**config.mk**
```make
export PLATFORM = sky130hd
export DESIGN_NAME = rtds_tx_frame
export DESIGN_NICKNAME = d
export VERILOG_FILES = /design/src/rtl/rtds_tx_frame_pkg.sv /design/src/rtl/rtds_frame_buf.sv /design/src/rtl/rtds_tx_frame.sv
export SDC_FILE = /design/constraint.sdc
export NUM_CORES = 2
export LEC_CHECK = 0
export CAP_MARGIN = 40
export CORE_ASPECT_RATIO = 1.75
export CORE_MARGIN = 4
export CORE_UTILIZATION = 27
export CTS_CLUSTER_DIAMETER = 120
export DETAILED_ROUTE_END_ITERATION = 16
export DONT_BUFFER_PORTS = 1
export PLACE_DENSITY = 0.48
export SLEW_MARGIN = 25
export SYNTH_ARGS = -nofsm -noshare
export SYNTH_HDL_FRONTEND = slang
export SYNTH_SLANG_ARGS = --single-unit
```
**constraint.sdc**
```tcl
create_clock -name m_axis_aclk -period 6.3 [get_ports m_axis_aclk]
set_input_delay 1.26 -clock m_axis_aclk [delete_from_list [all_inputs] [get_ports m_axis_aclk]]
set_output_delay 1.26 -clock m_axis_aclk [all_outputs]
set_load 0.01 [all_outputs]
```
**src/rtl/rtds_tx_frame_pkg.sv**
```systemverilog
`default_nettype none
// ============================================================================
//  Module      : rtds_tx_frame_pkg
//  Description : Shared word width and frame FSM encoding for the TX framer.
//  Revision    : 1.0 - initial release
// ============================================================================
package rtds_tx_frame_pkg;

    localparam int c_WORD_W  = 32;
    localparam int c_STATE_W = 2;

    localparam logic [c_STATE_W-1:0] c_ST_IDLE  = 2'd0;
    localparam logic [c_STATE_W-1:0] c_ST_DELAY = 2'd1;
    localparam logic [c_STATE_W-1:0] c_ST_SEND  = 2'd2;

endpackage
`default_nettype wire

```
**src/rtl/rtds_frame_buf.sv**
```systemverilog
`default_nettype none
// ============================================================================
//  Module      : rtds_frame_buf
//  Description : Two-bank frame buffer, sync write / async read; addr MSB = bank.
//  Revision    : 1.0 - initial release
// ============================================================================
module rtds_frame_buf
    import rtds_tx_frame_pkg::*;
#(
    parameter int MAX_WORDS = 64,
    parameter int AW        = 6
) (
    input  logic                clk,
    input  logic                i_wr_en,
    input  logic [AW:0]         i_wr_addr,
    input  logic [c_WORD_W-1:0] i_wr_data,
    input  logic [AW:0]         i_rd_addr,
    output logic [c_WORD_W-1:0] o_rd_data
);

    logic [c_WORD_W-1:0] r_mem [2*MAX_WORDS];

    always_ff @(posedge clk) begin
        if (i_wr_en) begin
            r_mem[i_wr_addr] <= i_wr_data;
        end
    end

    assign o_rd_data = r_mem[i_rd_addr];

endmodule
`default_nettype wire

```
**src/rtl/rtds_tx_frame.sv**
```systemverilog
`default_nettype none
// ============================================================================
//  Module      : rtds_tx_frame
//  Description : Triggered, delayed AXI-Stream frame sender with double-buffered
//                frame storage toward an Aurora TX user port.
//  Revision    : 1.0 - initial release
// ============================================================================
module rtds_tx_frame
    import rtds_tx_frame_pkg::*;
#(
    parameter int MAX_WORDS = 64,
    parameter int AW        = 6
) (
    input  logic                m_axis_aclk,
    input  logic                sys_reset,
    input  logic                trigger,
    input  logic [AW:0]         cfg_len,
    input  logic [15:0]         cfg_delay,
    input  logic                wr_en,
    input  logic [AW-1:0]       wr_addr,
    input  logic [c_WORD_W-1:0] wr_data,
    input  logic                wr_commit,
    output logic                m_axis_tvalid,
    output logic [c_WORD_W-1:0] m_axis_tdata,
    output logic                m_axis_tlast,
    input  logic                m_axis_tready,
    output logic                busy,
    output logic [31:0]         frame_count,
    output logic [15:0]         overrun_count,
    output logic                commit_pending
);

    localparam logic [AW:0] c_MAX_LEN = (AW+1)'(MAX_WORDS);

    logic [c_STATE_W-1:0] r_state;
    logic [c_STATE_W-1:0] w_state_next;
    logic [AW:0]          r_len;
    logic [15:0]          r_dly;
    logic [AW-1:0]        r_idx;
    logic                 r_active;
    logic                 r_pending;
    logic [31:0]          r_frame_cnt;
    logic [15:0]          r_overrun;

    logic                 w_idle;
    logic                 w_send;
    logic                 w_start;
    logic                 w_hs;
    logic                 w_last;
    logic                 w_swap;
    logic                 w_wr_bank;
    logic [AW:0]          w_len_clip;
    logic [c_WORD_W-1:0]  w_rd_data;

    assign w_idle     = (r_state == c_ST_IDLE);
    assign w_send     = (r_state == c_ST_SEND);
    assign w_start    = w_idle && trigger && (cfg_len != '0);
    assign w_last     = ({1'b0, r_idx} == (r_len - (AW+1)'(1)));
    assign w_hs       = w_send && m_axis_tready;
    assign w_len_clip = (cfg_len > c_MAX_LEN) ? c_MAX_LEN : cfg_len;

    // Swap in any idle cycle (incl. a frame start) or on the closing handshake,
    // so the new bank is live from the first cycle after tlast.
    assign w_swap    = (r_pending || wr_commit) && (w_idle || (w_hs && w_last));
    assign w_wr_bank = w_swap ? r_active : ~r_active;

    always_ff @(posedge m_axis_aclk or posedge sys_reset) begin
        if (sys_reset) begin
            r_state <= c_ST_IDLE;
        end else begin
            r_state <= w_state_next;
        end
    end

    always_comb begin
        w_state_next = r_state;
        case (r_state)
            c_ST_IDLE: begin
                if (w_start) begin
                    w_state_next = (cfg_delay == 16'd0) ? c_ST_SEND : c_ST_DELAY;
                end
            end
            c_ST_DELAY: begin
                if (r_dly == 16'd1) begin
                    w_state_next = c_ST_SEND;
                end
            end
            c_ST_SEND: begin
                if (w_hs && w_last) begin
                    w_state_next = c_ST_IDLE;
                end
            end
            default: w_state_next = c_ST_IDLE;
        endcase
    end

    always_ff @(posedge m_axis_aclk or posedge sys_reset) begin
        if (sys_reset) begin
            r_len       <= '0;
            r_dly       <= '0;
            r_idx       <= '0;
            r_active    <= 1'b0;
            r_pending   <= 1'b0;
            r_frame_cnt <= '0;
            r_overrun   <= '0;
        end else begin
            if (w_start) begin
                r_len <= w_len_clip;
                r_dly <= cfg_delay;
            end else if (r_state == c_ST_DELAY) begin
                r_dly <= r_dly - 16'd1;
            end

            if (w_start) begin
                r_idx <= '0;
            end else if (w_hs) begin
                r_idx <= w_last ? '0 : r_idx + AW'(1);
            end

            if (w_hs && w_last) begin
                r_frame_cnt <= r_frame_cnt + 32'd1;
            end

            if (trigger && !w_idle && (r_overrun != 16'hFFFF)) begin
                r_overrun <= r_overrun + 16'd1;
            end

            if (w_swap) begin
                r_active  <= ~r_active;
                r_pending <= 1'b0;
            end else if (wr_commit) begin
                r_pending <= 1'b1;
            end
        end
    end

    rtds_frame_buf #(
        .MAX_WORDS (MAX_WORDS),
        .AW        (AW)
    ) u_buf (
        .clk       (m_axis_aclk),
        .i_wr_en   (wr_en),
        .i_wr_addr ({w_wr_bank, wr_addr}),
        .i_wr_data (wr_data),
        .i_rd_addr ({r_active, r_idx}),
        .o_rd_data (w_rd_data)
    );

    assign m_axis_tvalid  = w_send;
    assign m_axis_tlast   = w_send && w_last;
    assign m_axis_tdata   = w_send ? w_rd_data : '0;
    assign busy           = !w_idle;
    assign frame_count    = r_frame_cnt;
    assign overrun_count  = r_overrun;
    assign commit_pending = r_pending;

endmodule
`default_nettype wire

```
==> run_results.csv <==
group,metric,value,unit
status,status,"finished, violations left",
status,violations,"negative setup slack",
logic_synthesis,synth_edf_count,4096,
global_route,met1_usage,21.0,%
timing,holdWs,0.223,ns
critical_path,crit_required,5.04,ns
logic_synthesis,mappedNetlistNets,8179,
timing,slew_headroom,19.4,%
critical_path,crit_path_top_delay_cell,"a31oi_1",
route,first_pass_iters,8,
timing,finalWorstSetupSlack,-0.0485,ns
critical_path,critPathMaxFanout,18,
timing,clock_skew,0.0393,ns
global_route,grt_max_degree,129,
route,via_count,87472,
timing,rsz0062_at_grt,"no",
global_route,grt_overflow,0,
critical_path,cp-end-kind,"output port",
cts,numCtsBuffers,368,
critical_path,cp_top_family,"compound AO/OA/AOI/OAI gates",
cts,clock_latency,0.95,ns
logic_synthesis,syn_area,162000,um^2
route,wl,592000,um
global_route,top_usage_layer,"met2",
logic_synthesis,synth.area.top_cells,"edfxtp_1, mux4_2, mux2i_1",
cts,cts_hold_buf,0,
cts,h-tree-depth,5,
route,antenna_left,0,
critical_path,r2r-start,"r_state[0]",
logic_synthesis,avgSynthCellArea,20.0,um^2
die,initial_core_util,27.1,%
timing,tightest_slew,1.21,ns
die,die_w,594,um
place,dp_cells,16251,
timing,slew_violations,0,
final_layout,final_nets,8781,
route,vias_per_cell,5.14,
place,portBuffers,0,
critical_path,crit_type,"reg -> out",
power,p_clk_share,33.1,%
logic_synthesis,synth_seq_cells,4177,
place,place_congestion,0.837,
logic_synthesis,synthArstFlopShare,1.94,%
route,remaining_drc_errors,0,
cts,cts_buffer_depth,4,
global_route,gr-usage-met3,2.63,%
cts,clock-sinks,4177,
critical_path,cp.buffers_inverters,5,
logic_synthesis,yosysTopAreaCell,"edfxtp_1",
power,vdd_drop_max,0.000281,V
global_route,grt_pass1_vias,88241,
critical_path,cpMostUsedCell,"buf_4",
power,total_power,71200,uW
critical_path,cp_num_cells,11,
global_route,grt_pass1_wl,792000,um
power,pwr-share-seq,43.6,%
critical_path,worst_r2r_path_depth,11,
critical_path,timing.critical_path.from,"r_idx[1]",
logic_synthesis,syn-instance-count,8106,
die,io_pins,151,
timing,finalHoldViolations,0,
final_layout,instances_no_fill,17022,
logic_synthesis,ys.flop_type,"edfxtp_1",
timing,finalSetupViolCount,2,
min_path,worstHoldPathType,"in -> async",
place,dp_hpwl,363000,um
flow_run,cap_violations,0,
power,power.switching,20800,uW
critical_path,cpPeakStageDelay,0.70,ns
critical_path,cp-start-kind,"flip-flop",
timing,max_freq,0.158,GHz
timing,fin_crit_sh,101,%
logic_synthesis,ys_seq_area_share,76.9,%
route,wl_per_cell,34.8,um
logic_synthesis,synth_top_area_share,75.7,%
power,power_leakage,0.0575,uW
die,die-height,1030,um
global_route,grt_usage,18.6,%
critical_path,arrival,5.09,ns
power,comb_power_share,23.3,%
global_route,met2_usage,33.3,%
global_route,antenna_found_initial,58,
final_layout,area_growth,17.2,%
die,dieArea,615000,um^2
logic_synthesis,ys_types,77,
cts,cts_tree,"done",
die,std_cell_rows,376,
die,core,599000,um^2
route,drt_iter0_drc,11173,
power,power_density,374,nW/um^2
cts,root_buffer,"clkbuf_16",
critical_path,crit_chain,"buf_6, buf_4, nand2b_4, buf_4, o22ai_1, nor2_1, o21ai_0, a31oi_1, a31oi_1, buf_4, buf_4",
logic_synthesis,ys_warn_count,0,
timing,period_minus_slack,6.35,ns
cts,clk_pin_slew,0.07,ns
final_layout,drive_above_1_share,23.8,%
power,switching_share,29.2,%
power,intPower,50400,uW
worst reg2reg max path: stages, from the launching register on:
cell,delay (ns)
dfrtp_1,0.42
nand2b_2,0.26
inv_2,0.55
nand2_1,0.39
nor2_1,0.17
o21ai_1,0.11
o211ai_1,0.18
and3_4,0.56
inv_6,0.41
buf_4,0.53
nor2_4,0.12
buf_4,0.62
layout by cell type (no fill, tap or decap), types with 62 or more instances in the layout:
cell	netlist	layout
clkbuf_16	0	379
nand3_1	63	62
clkbuf_1	187	66
nor3_1	91	73
o221ai_1	257	257
o22ai_1	189	187
nor2_4	0	123
a21oi_1	199	193
o21ai_0	135	126
nor2_1	265	135
buf_12	0	96
edfxtp_1	4096	4096
clkinv_2	0	65
diode_2	0	76
mux4_2	645	645
clkinv_1	2	63
dfrtp_1	81	74
buf_4	109	568
mux2i_1	785	785
nand2_1	223	220
synthesized netlist by cell type, drive strengths merged (36+ instances only):
library cell / instances
o22ai: 189
nand2: 223
a22oi: 36
a21oi: 200
buf: 283
clkbuf: 187
mux2i: 785
xnor2: 40
edfxtp: 4096
dfrtp: 81
a31oi: 51
mux4: 645
nand3: 63
o221ai: 257
nor4: 36
nor2: 265
nor3: 91
o21ai: 136
cell type report:
class                      count  area [um^2]
antenna                       76          190
clock buffer                 447         9740
clock inverter               223         2500
fill                       57475       409000
inverter                      16         90.1
multi-input combinational   3443        36000
sequential                  4177       125000
tap                         7938         9930
timing repair buffer         702         6830
cells by family after synthesis:
kind of cell               share of synthesized area (%)
buffers and inverters                               1.71
AOI/OAI and AO/OA                                   4.59
xor gates and xnor gates                           0.310
and+or+nand+nor                                     2.45
DFF                                                 76.9
muxes                                               14.0
adders and majority gates                         0.0462
flip-flops by register name, summed over array words and instances (netlist names):
signal          flops
commit_pending      1
frame_count        32
overrun_count      16
r_active            1
r_dly              16
r_idx               6
r_len               7
r_state             2
u_buf.r_mem      4096
metal layers:
metal,share of wire (%),vias to the layer above
met5,0.021,-
met4,7.0,20
met3,6.5,856
met2,51,3841
met1,35,47668
li1,-,35087
metrics by stage:
stage / worst slack [ns] / TNS [ns] / utilization, % / instance area [um^2]
floorplan: 2.09 / 0 / - / 162000
global placement: 0.0600 / 0 / 29.5 / 177000
detailed placement: 0.493 / 0 / 29.6 / 178000
CTS: 0.000551 / 0 / 31.7 / 190000
global route: 0.00468 / 0 / 31.8 / 190000
finish: -0.0485 / -0.0525 / 31.8 / 190000
path summary, 6_finish.rpt:
kind	end	slack [ns]
worst max register to register	u_buf.r_mem[69][10]	1.49
worst max-delay path	m_axis_tdata[7]	-0.05
max in group asynchronous	r_idx[4]	5.11
worst min register to register	r_dly[15]	0.54
min in group m_axis_aclk	u_buf.r_mem[70][5]	0.43
worst min-delay path	overrun_count[13]	0.22
power by group through the flow:
stage | registers, uW | clock network [uW] | logic (uW)
after floorplan | 31500 | 0 | 9770
after global placement | 31700 | 0 | 16400
after detailed placement | 31700 | 0 | 16600
after CTS | 31100 | 23900 | 16800
after global routing | 31100 | 25000 | 17200
final | 31100 | 23500 | 16600
what timing repair did:
action                                  CTS  global route
endpoints found under the setup margin   14             3
pin swaps                                 1             1
cloned                                    1             0
endpoints found under the hold margin     0             0
setup buffers                            18             1
gates resized for setup                  28             1
(Power assumes the default switching activity.)
